===== config.mk =====
export PLATFORM = sky130hd
export DESIGN_NAME = vga_fb_scheduler_flat
export DESIGN_NICKNAME = d
export VERILOG_FILES = /design/src/rtl/vga_fb_scheduler_if.sv /design/src/rtl/vga_fb_scheduler.sv /design/src/flat_wrapper.sv
export SDC_FILE = /design/constraint.sdc
export NUM_CORES = 1
export LEC_CHECK = 0
export CAP_MARGIN = 10
export CORE_MARGIN = 2
export CORE_UTILIZATION = 45
export CTS_CLUSTER_SIZE = 10
export DETAILED_ROUTE_END_ITERATION = 10
export PLACE_DENSITY_LB_ADDON = 0.08
export SETUP_SLACK_MARGIN = 0.5
export SLEW_MARGIN = 40
export SYNTH_ARGS = -nofsm -noshare
export SYNTH_HDL_FRONTEND = slang
export SYNTH_SLANG_ARGS = --single-unit

===== constraint.sdc =====
create_clock -name clock -period 9.5 [get_ports clock]
set_input_delay 1.9 -clock clock [delete_from_list [all_inputs] [get_ports clock]]
set_output_delay 1.9 -clock clock [all_outputs]
set_load 0.01 [all_outputs]

===== src/rtl/vga_fb_scheduler_if.sv =====
// ============================================================================
//  Module      : vga_fb_scheduler_if
//  Description : Scan position, writer handshake, RAM and colour-path signals
//                shared between the framebuffer scheduler and its neighbours.
//  Revision    : 1.0  initial release
// ============================================================================
`default_nettype none

interface vga_fb_scheduler_if #(
    parameter int DATA_W     = 6,
    parameter int FIFO_DEPTH = 4
);
    localparam int LVL_W = $clog2(FIFO_DEPTH) + 1;

    logic [9:0]        x_addr;
    logic [9:0]        y_addr;
    logic              wr_valid;
    logic              wr_ready;
    logic [7:0]        wr_x;
    logic [7:0]        wr_y;
    logic [DATA_W-1:0] wr_data;
    logic [15:0]       fb_addr;
    logic              fb_we;
    logic [DATA_W-1:0] fb_wdata;
    logic [DATA_W-1:0] fb_rdata;
    logic [DATA_W-1:0] pix_data;
    logic              pix_in_window;
    logic [LVL_W-1:0]  fifo_level;
    logic              err_oob;

    modport master (
        output x_addr, y_addr, wr_valid, wr_x, wr_y, wr_data, fb_rdata,
        input  wr_ready, fb_addr, fb_we, fb_wdata, pix_data, pix_in_window,
               fifo_level, err_oob
    );

    modport slave (
        input  x_addr, y_addr, wr_valid, wr_x, wr_y, wr_data, fb_rdata,
        output wr_ready, fb_addr, fb_we, fb_wdata, pix_data, pix_in_window,
               fifo_level, err_oob
    );
endinterface

`default_nettype wire


===== src/rtl/vga_fb_scheduler.sv =====
// ============================================================================
//  Module      : vga_fb_scheduler
//  Description : Alternates one single-port framebuffer RAM between VGA scanout
//                reads and FIFO-buffered writer pixels on a 2-cycle schedule.
//  Revision    : 1.0  initial release
// ============================================================================
`default_nettype none

module vga_fb_scheduler #(
    parameter int DATA_W     = 6,
    parameter int FIFO_DEPTH = 4,
    parameter int X_OFF      = 64,
    parameter int BORDER     = 0
) (
    input  wire logic          clock,
    input  wire logic          reset,
    vga_fb_scheduler_if.slave  bus
);

    localparam int PTR_W = $clog2(FIFO_DEPTH);
    localparam int LVL_W = PTR_W + 1;

    localparam logic [10:0]       c_X_LO   = 11'(X_OFF);
    localparam logic [10:0]       c_X_HI   = 11'(X_OFF + 512);
    localparam logic [9:0]        c_X_OFF  = 10'(X_OFF);
    localparam logic [DATA_W-1:0] c_BORDER = DATA_W'(BORDER);
    localparam logic [LVL_W-1:0]  c_FULL   = LVL_W'(FIFO_DEPTH);

    typedef enum logic [0:0] {
        PH_READ  = 1'b0,
        PH_WRITE = 1'b1
    } phase_t;

    phase_t              r_phase;
    logic [PTR_W-1:0]    r_wptr;
    logic [PTR_W-1:0]    r_rptr;
    logic [LVL_W-1:0]    r_level;
    logic                r_win_pipe;
    logic [DATA_W-1:0]   r_pix;
    logic                r_pix_win;
    logic                r_err_oob;

    logic [7:0]          r_mem_x [FIFO_DEPTH];
    logic [7:0]          r_mem_y [FIFO_DEPTH];
    logic [DATA_W-1:0]   r_mem_d [FIFO_DEPTH];

    logic                w_in_win;
    logic [9:0]          w_x_rel;
    logic [15:0]         w_scan_addr;
    logic                w_empty;
    logic                w_ready;
    logic                w_beat;
    logic                w_push;
    logic                w_oob;
    logic                w_pop;
    logic                w_fb_we;
    logic [15:0]         w_fb_addr;
    logic [DATA_W-1:0]   w_fb_wdata;
    logic                w_unused;

    // Window test done in 11 bits so X_OFF+512 cannot wrap.
    assign w_in_win    = ({1'b0, bus.x_addr} >= c_X_LO) &&
                         ({1'b0, bus.x_addr} <  c_X_HI) &&
                         (bus.y_addr < 10'd480);
    assign w_x_rel     = bus.x_addr - c_X_OFF;
    assign w_scan_addr = {bus.y_addr[8:1], w_x_rel[8:1]};
    assign w_unused    = &{1'b0, w_x_rel[9], w_x_rel[0], bus.y_addr[9], bus.y_addr[0]};

    assign w_empty = (r_level == '0);
    assign w_ready = (r_level != c_FULL);
    assign w_beat  = bus.wr_valid && w_ready;
    assign w_push  = w_beat && (bus.wr_y <  8'd240);
    assign w_oob   = w_beat && (bus.wr_y >= 8'd240);
    assign w_pop   = (r_phase == PH_WRITE) && !w_empty;

    always_comb begin
        w_fb_we    = 1'b0;
        w_fb_addr  = 16'd0;
        w_fb_wdata = '0;
        if (!reset) begin
            if (r_phase == PH_READ) begin
                if (w_in_win) begin
                    w_fb_addr = w_scan_addr;
                end
            end else if (!w_empty) begin
                w_fb_we    = 1'b1;
                w_fb_addr  = {r_mem_y[r_rptr], r_mem_x[r_rptr]};
                w_fb_wdata = r_mem_d[r_rptr];
            end
        end
    end

    // FIFO storage carries no reset; stale entries are unreachable once the pointers clear.
    always_ff @(posedge clock) begin
        if (!reset && w_push) begin
            r_mem_x[r_wptr] <= bus.wr_x;
            r_mem_y[r_wptr] <= bus.wr_y;
            r_mem_d[r_wptr] <= bus.wr_data;
        end
    end

    always_ff @(posedge clock) begin
        if (reset) begin
            r_phase    <= PH_READ;
            r_wptr     <= '0;
            r_rptr     <= '0;
            r_level    <= '0;
            r_win_pipe <= 1'b0;
            r_pix      <= c_BORDER;
            r_pix_win  <= 1'b0;
            r_err_oob  <= 1'b0;
        end else begin
            r_phase <= (r_phase == PH_READ) ? PH_WRITE : PH_READ;

            if (w_push) begin
                r_wptr <= r_wptr + 1'b1;
            end
            if (w_pop) begin
                r_rptr <= r_rptr + 1'b1;
            end
            case ({w_push, w_pop})
                2'b10:   r_level <= r_level + 1'b1;
                2'b01:   r_level <= r_level - 1'b1;
                default: r_level <= r_level;
            endcase

            // RAM data for the READ-slot address arrives during the WRITE slot.
            if (r_phase == PH_READ) begin
                r_win_pipe <= w_in_win;
            end else begin
                r_pix     <= r_win_pipe ? bus.fb_rdata : c_BORDER;
                r_pix_win <= r_win_pipe;
            end

            if (w_oob) begin
                r_err_oob <= 1'b1;
            end
        end
    end

    assign bus.wr_ready      = w_ready;
    assign bus.fb_we         = w_fb_we;
    assign bus.fb_addr       = w_fb_addr;
    assign bus.fb_wdata      = w_fb_wdata;
    assign bus.pix_data      = r_pix;
    assign bus.pix_in_window = r_pix_win;
    assign bus.fifo_level    = r_level;
    assign bus.err_oob       = r_err_oob;

endmodule

`default_nettype wire


===== src/flat_wrapper.sv =====
// flat-port wrapper written by rule: the top's interface ports become plain ports
module vga_fb_scheduler_flat 
#(
    parameter int DATA_W     = 6,
    parameter int FIFO_DEPTH = 4,
    parameter int X_OFF      = 64,
    parameter int BORDER     = 0
)
  (clock, reset, bus_x_addr, bus_y_addr, bus_wr_valid, bus_wr_x, bus_wr_y, bus_wr_data, bus_fb_rdata, bus_wr_ready, bus_fb_addr, bus_fb_we, bus_fb_wdata, bus_pix_data, bus_pix_in_window, bus_fifo_level, bus_err_oob);
  vga_fb_scheduler_if #(.DATA_W(DATA_W), .FIFO_DEPTH(FIFO_DEPTH)) bus_i ();
  input  wire logic clock;
  input  wire logic reset;
  input wire logic [$bits(bus_i.x_addr)-1:0] bus_x_addr;
  input wire logic [$bits(bus_i.y_addr)-1:0] bus_y_addr;
  input wire logic [$bits(bus_i.wr_valid)-1:0] bus_wr_valid;
  input wire logic [$bits(bus_i.wr_x)-1:0] bus_wr_x;
  input wire logic [$bits(bus_i.wr_y)-1:0] bus_wr_y;
  input wire logic [$bits(bus_i.wr_data)-1:0] bus_wr_data;
  input wire logic [$bits(bus_i.fb_rdata)-1:0] bus_fb_rdata;
  output wire logic [$bits(bus_i.wr_ready)-1:0] bus_wr_ready;
  output wire logic [$bits(bus_i.fb_addr)-1:0] bus_fb_addr;
  output wire logic [$bits(bus_i.fb_we)-1:0] bus_fb_we;
  output wire logic [$bits(bus_i.fb_wdata)-1:0] bus_fb_wdata;
  output wire logic [$bits(bus_i.pix_data)-1:0] bus_pix_data;
  output wire logic [$bits(bus_i.pix_in_window)-1:0] bus_pix_in_window;
  output wire logic [$bits(bus_i.fifo_level)-1:0] bus_fifo_level;
  output wire logic [$bits(bus_i.err_oob)-1:0] bus_err_oob;
  assign bus_i.x_addr = bus_x_addr;
  assign bus_i.y_addr = bus_y_addr;
  assign bus_i.wr_valid = bus_wr_valid;
  assign bus_i.wr_x = bus_wr_x;
  assign bus_i.wr_y = bus_wr_y;
  assign bus_i.wr_data = bus_wr_data;
  assign bus_i.fb_rdata = bus_fb_rdata;
  assign bus_wr_ready = bus_i.wr_ready;
  assign bus_fb_addr = bus_i.fb_addr;
  assign bus_fb_we = bus_i.fb_we;
  assign bus_fb_wdata = bus_i.fb_wdata;
  assign bus_pix_data = bus_i.pix_data;
  assign bus_pix_in_window = bus_i.pix_in_window;
  assign bus_fifo_level = bus_i.fifo_level;
  assign bus_err_oob = bus_i.err_oob;
  vga_fb_scheduler #(.DATA_W(DATA_W), .FIFO_DEPTH(FIFO_DEPTH), .X_OFF(X_OFF), .BORDER(BORDER)) u_core (.clock(clock), .reset(reset), .bus(bus_i));
endmodule

Yosys cells after proc, flatten, opt, wreduce, memory -nomap -nowiden
Memories as Yosys holds them, arrays and structs flattened. A register that Yosys moved wholly into a read port is not among the register bits.
Cells that the tools add are included.
{"block": "totals", "memories": 3, "input_bits": 51, "regBits": 17, "ram_bits": 88}
{"block": "classes", "order_cmp": 5, "n_addsub": 5, "eq_ne": 3, "reduce_logical": 11, "mux": 21}
{"name": "u_core.r_mem_x", "words": 4, "word_bits": 8, "rd": 1, "rd_ports_with_merged_regs": 1, "wr": 1, "line": "vga_fb_scheduler.sv:43", "text": "logic [7:0] r_mem_x [FIFO_DEPTH];"}
{"name": "u_core.r_mem_y", "words": 4, "word_bits": 8, "rd": 1, "rd_ports_with_merged_regs": 1, "wr": 1, "line": "vga_fb_scheduler.sv:44", "text": "logic [7:0] r_mem_y [FIFO_DEPTH];"}
{"name": "u_core.r_mem_d", "words": 4, "word_bits": 6, "rd": 1, "rd_ports_with_merged_regs": 1, "wr": 1, "line": "vga_fb_scheduler.sv:45", "text": "logic [DATA_W-1:0] r_mem_d [FIFO_DEPTH];"}
{"op": "two-way mux 16 bit", "n": 4}
{"op": "two-way mux 6 bit", "n": 4}
{"op": "two-way mux 2 bit", "n": 6}
{"op": "greater-or-equal comparator 10 x 7 -> 1 bit, second input constant", "n": 1}
{"op": "less-than comparator 10 bit, second input constant", "n": 1}
{"op": "less-than comparator 10 x 9 -> 1 bit, second input constant", "n": 1}
{"op": "subtractor 9 x 7 -> 9 bit, second input constant", "n": 1}
{"op": "greater-or-equal comparator 8 bit, second input constant", "n": 1}
{"op": "less-than comparator 8 bit, second input constant", "n": 1}
{"op": "logical AND 1 bit", "n": 7}
{"op": "two-way mux 1 bit", "n": 6}
{"op": "case mux 3 bit (2 select lines)", "n": 1}
{"op": "adder 2 x 1 -> 2 bit, second input constant", "n": 2}
{"op": "adder 3 x 1 -> 3 bit, second input constant", "n": 1}
{"op": "zero test 3 bit", "n": 1}
{"op": "inequality test 3 bit, second input constant", "n": 1}
{"op": "subtractor 3 x 1 -> 3 bit, second input constant", "n": 1}
{"op": "== test 2 x 1 -> 1 bit, second input constant", "n": 1}
{"op": "== test 2 bit, second input constant", "n": 1}
{"op": "zero test 1 bit", "n": 2}
{"op": "nonzero test 2 bit", "n": 1}

Longest topological paths before layout
{"block": "logic_depth", "word_depth": 6, "depth_mapped": 9, "ltp_nobuf": 9}

Worst setup path before layout
No wires, ideal clock.
{"block": "synth_path", "path_type": "input -> output", "startpoint": "in bus_x_addr[7]", "endpoint": "out bus_fb_addr[5]", "stages": 6, "t_arrival_ps": 3026, "setup_slack_ps": 4574, "path_cell_list": "inv_1 ha_1 nor2b_1 o211ai_2 buf_4 o32ai_1"}
{"block": "synth_via", "elab_chain_cells": 6}
{"element": "from (decl)", "line": "flat_wrapper.sv:13", "text": "input wire logic [$bits(bus_i.x_addr)-1:0] bus_x_addr;"}
{"element": "greater-or-equal comparator 10 x 7 -> 1 bit / less-than comparator 10 bit (equally long branches)", "line": "vga_fb_scheduler.sv:62, vga_fb_scheduler.sv:63"}
{"element": "logical AND 1 bit *", "line": "vga_fb_scheduler.sv:62", "text": "assign w_in_win = ({1'b0, bus.x_addr} >= c_X_LO) &&"}
{"element": "logical AND 1 bit *", "line": "vga_fb_scheduler.sv:63", "text": "({1'b0, bus.x_addr} < c_X_HI) &&"}
{"element": "two-way mux 16 bit *", "line": "vga_fb_scheduler.sv:82", "text": "if (w_in_win) begin"}
{"element": "two-way mux 16 bit *", "line": "vga_fb_scheduler.sv:81", "text": "if (r_phase == PH_READ) begin"}
{"element": "two-way mux 16 bit *", "line": "vga_fb_scheduler.sv:80", "text": "if (!reset) begin"}
{"element": "to (decl)", "line": "flat_wrapper.sv:21", "text": "output wire logic [$bits(bus_i.fb_addr)-1:0] bus_fb_addr;"}
Mark *: on every way between the ends. The rest lies on a longest branch, timed or not.

Final worst setup path
{"block": "layout_path", "startpoint": "in bus_x_addr[7]", "endpoint": "out bus_fb_addr[0]"}
The elaborated chain is that of the path after synthesis.

==> summary by stage <==
Status
The run finished with clean final reports.

Critical path
The data arrival time at the worst-slack endpoint is 4130 ps. For the worst setup path, the data required time is 7600 ps. The worst setup path is captured at an output pin. The largest fanout on the critical path is 14. The critical path launch point type is a primary input.

The setup path with the least slack is of type primary input to output pin. The worst-case reg-to-reg path depth is 9.

STA
The sum of negative setup slack is 0 ps. Setup repair after global routing left no endpoint under its margin. Setup violations remaining at the end of the flow were counted as 0. The pin slew with the least headroom to its limit is 707 ps. Timing would allow up to 166 MHz. The worst path in the final design needs a cycle of 6030 ps, including I/O delays and setup. Headroom to the max-slew limit came out at 0.527. The worst setup skew after layout is 12.2 ps.

The hold violation count in the final report is 0. In the finished design, the share of the clock period the worst path needs comes to 0.635. The final max-slew violation count is 0.

Die
The die covers 10,900 sq um. From bottom edge to top edge, the die measures 104 um. The number of top-level pins is 86. The row count is 36. The core region is 9770 sq um.

The floorplan die width is 104 um. For this configuration, the core starts out at a cell density of 0.465.

Synthesis
After synthesis the cells add up to 4540 sq um. The area fraction in compound gates after synthesis came to 0.0774. Of the total synthesized cell area, the portion taken by AND, OR, NAND and NOR gates is 0.0644. Of the synthesized area, sequential elements account for 0.665. The average instance in the mapped netlist occupies 16.3 sq um. The adder-cell share of the synthesized area is 0.0237.

The gate count after technology mapping is 278. The number of different library cells used by synthesis comes to 39. The number of synthesized register bits is 107.

The Yosys step of the flow raised 0 warnings. The net count of the mapped netlist is 337. After synthesis, the share of cell area in mux cells is 0.109. The xor and xnor fraction of the mapped netlist area is 0.00964. By area, the combinational part of the netlist is dominated by multiplexers.

Clocking
The number of buffers inserted by hold repair at cts is 0. The maximum clock path buffer count is 2. The number of buffers inserted to repair setup after CTS is 0. The buffer type at the clock tree root is clkbuf_8. Once the clock tree was built, the resizer swapped 0 gates to a different size. The number of clock sinks is 107. The CTS tree is done.

The clock transition at the registers of the reported paths is 100 ps. The H-tree generated during clock tree synthesis spans 3 levels. In this run, CTS created clock tree buffers numbering 9. The clock reaches the later pin of the worst-skew pair after 360 ps.

Place
The number of placed instances, taps included is 489. The post-detailed-placement half-perimeter wirelength is 5860 um. Routability-driven placement finished with a final weighted congestion of 0.746.

The standard cell area after detailed placement is 5560 sq um. The number of buffer cells added on primary ports is 84.

Final layout
The final instance count without filler cells is 505. The final layout contains 426 nets. The post-route cell area is 5760 sq um. The diode insertion count for antenna repair is 0. The layout overhead on the synthesized area is 26.8%. The fraction of final layout cells sized beyond drive strength 1 is 0.175. At the end of the flow the core is filled with cells to 0.589.

Detailed routing
After detailed routing, the total wire length is 8930 um. The detail-routed net length per standard cell is 17.7 um. The total DRC errors in the routed layout is 0. The via density per instance is 5.11. The detail route stage leaves a number of antenna-violating nets equal to 0. The via count is 2,579. The pre-antenna-repair detailed-routing pass consisted of 4 iterations.

After the first detailed-routing iteration, the DRC count stood at 105.

Global routing
The sum of overflow across all layers after global routing is 0. Entering global routing, the biggest net connects 27 pins. The first global-routing pass estimated 14,300 um of wire. The overall global routing resource usage is 0.172. The initial antenna violation count is 0. The via count of the first global-routing pass is 2,689.

Power
The static leakage is 1.95 nW. VDD sags by at most 0.0000914 V. The power per cell area is 184 nW/um^2. Total power for the finished layout comes to 1.06 mW.

Hold path
The worst min-delay path category is flop to flop. The instance count along the most critical hold path is 2.

Job
The tool flagged a number of max-cap violations equal to 0.
-- registers in the layout, summed over array words and instances (netlist names), named ones only --
register / cells
u_core.bus.pix_data: 6
u_core.r_wptr: 2
u_core.bus.fifo_level: 3
u_core.r_rptr: 2
u_core.r_phase: 1
u_core.bus.err_oob: 1
u_core.bus.pix_in_window: 1
u_core.r_mem_d: 24
u_core.r_win_pipe: 1
u_core.r_mem_y: 32
u_core.r_mem_x: 32
-- Yosys cell counts --
library cell,count,area [sq um]
nor2_1,14,52.6
nor3b_1,5,37.5
nor3_1,1,5.00
o31ai_2,2,25.0
edfxtp_1,88,2640
xnor2_1,2,17.5
a2111oi_4,1,27.5
xor2_1,3,26.3
nand4_1,4,25.0
nand3b_1,2,15.0
clkbuf_1,3,11.3
ha_1,7,87.6
o311ai_0,1,8.76
nor3_2,1,10.0
buf_6,3,33.8
nor4b_4,1,23.8
fa_1,1,20.0
o21ai_0,1,5.00
inv_1,39,146
o31ai_1,2,15.0
o32ai_2,7,114
mux4_2,22,495
o32ai_1,7,61.3
o31a_1,1,8.76
a21oi_1,11,55.1
nor2b_1,13,81.3
buf_4,1,7.51
or3_1,1,6.26
o22ai_2,1,12.5
nand2_1,1,3.75
a31oi_1,1,6.26
buf_2,5,25.0
dfxtp_1,19,380
and4_1,1,8.76
nand3_1,1,5.00
clkbuf_2,1,5.00
o211ai_2,1,12.5
and2_1,1,6.26
nand2b_1,2,12.5
-- through the flow --
step | hold WS [ps] | setup WS (ps)
global placement | 454 | 3200
detailed placement | 475 | 3450
finish | 487 | 3470
global route | 509 | 3350
floorplan | 467 | 4570
CTS | 493 | 3440
-- layout make-up --
cell class	count	area [sq um]
Fill cell	796	4010
Sequential cell	107	3030
Multi-Input combinational cell	119	1320
Timing Repair Buffer	91	893
Tap cell	133	166
Inverter	39	146
Clock buffer	9	124
Clock inverter	7	81.3
-- where the power goes --
group,internal (mW),switching (mW),total (mW)
sequential,0.533,0.0325,0.566
combinational,0.122,0.0885,0.210
clock,0.127,0.156,0.283
-- worst max-delay path, stage by stage --
cell,delay [ps]
clkdlybuf4s50_1,450
inv_1,60
ha_1,170
nor4b_4,130
a2111oi_4,420
buf_4,340
o32ai_1,130
clkdlybuf4s50_1,520
-- cell usage in the layout (no fill, tap or decap), types with 3 or more instances in the layout --
cell type	n
inv_6	3
nand4_1	4
inv_1	39
a21oi_1	11
ha_1	7
dfxtp_1	18
clkbuf_8	9
nor2_1	14
nor3b_2	4
edfxtp_1	88
o32ai_1	7
o32ai_2	7
buf_4	7
xor2_1	3
mux4_2	22
nor2b_1	13
clkdlybuf4s50_1	84
-- worst paths after layout --
path                         endpoint                startpoint  slack (ps)
min reg2reg  u_core.bus.pix_in_window  u_core.bus.pix_in_window         490
max                    bus_fb_addr[0]             bus_x_addr[7]        3470
min          u_core.bus.pix_in_window  u_core.bus.pix_in_window         490
max reg2reg  u_core.bus.fifo_level[2]  u_core.bus.fifo_level[2]        6850
-- cell families (layout without fill, tap and decap cells) --
logic type | Yosys count | count (layout)
XOR/XNOR | 5 | 5
AND/OR/NAND/NOR | 48 | 48
multiplexers | 22 | 22
adder cells (fa/ha/maj) | 8 | 8
AO/OA/AOI/OAI | 36 | 36
buffers and inverters | 52 | 146
flip-flops | 107 | 107
-- layer usage --
| metal | GRT usage | wire [um] |
|---|---|---|
| met1 | 0.216 | 3920 |
| met2 | 0.293 | 4400 |
| met3 | 0.0414 | 522 |
| met4 | 0.0550 | 89 |
| met5 | 0 | 0 |
(Power assumes the default switching activity.)
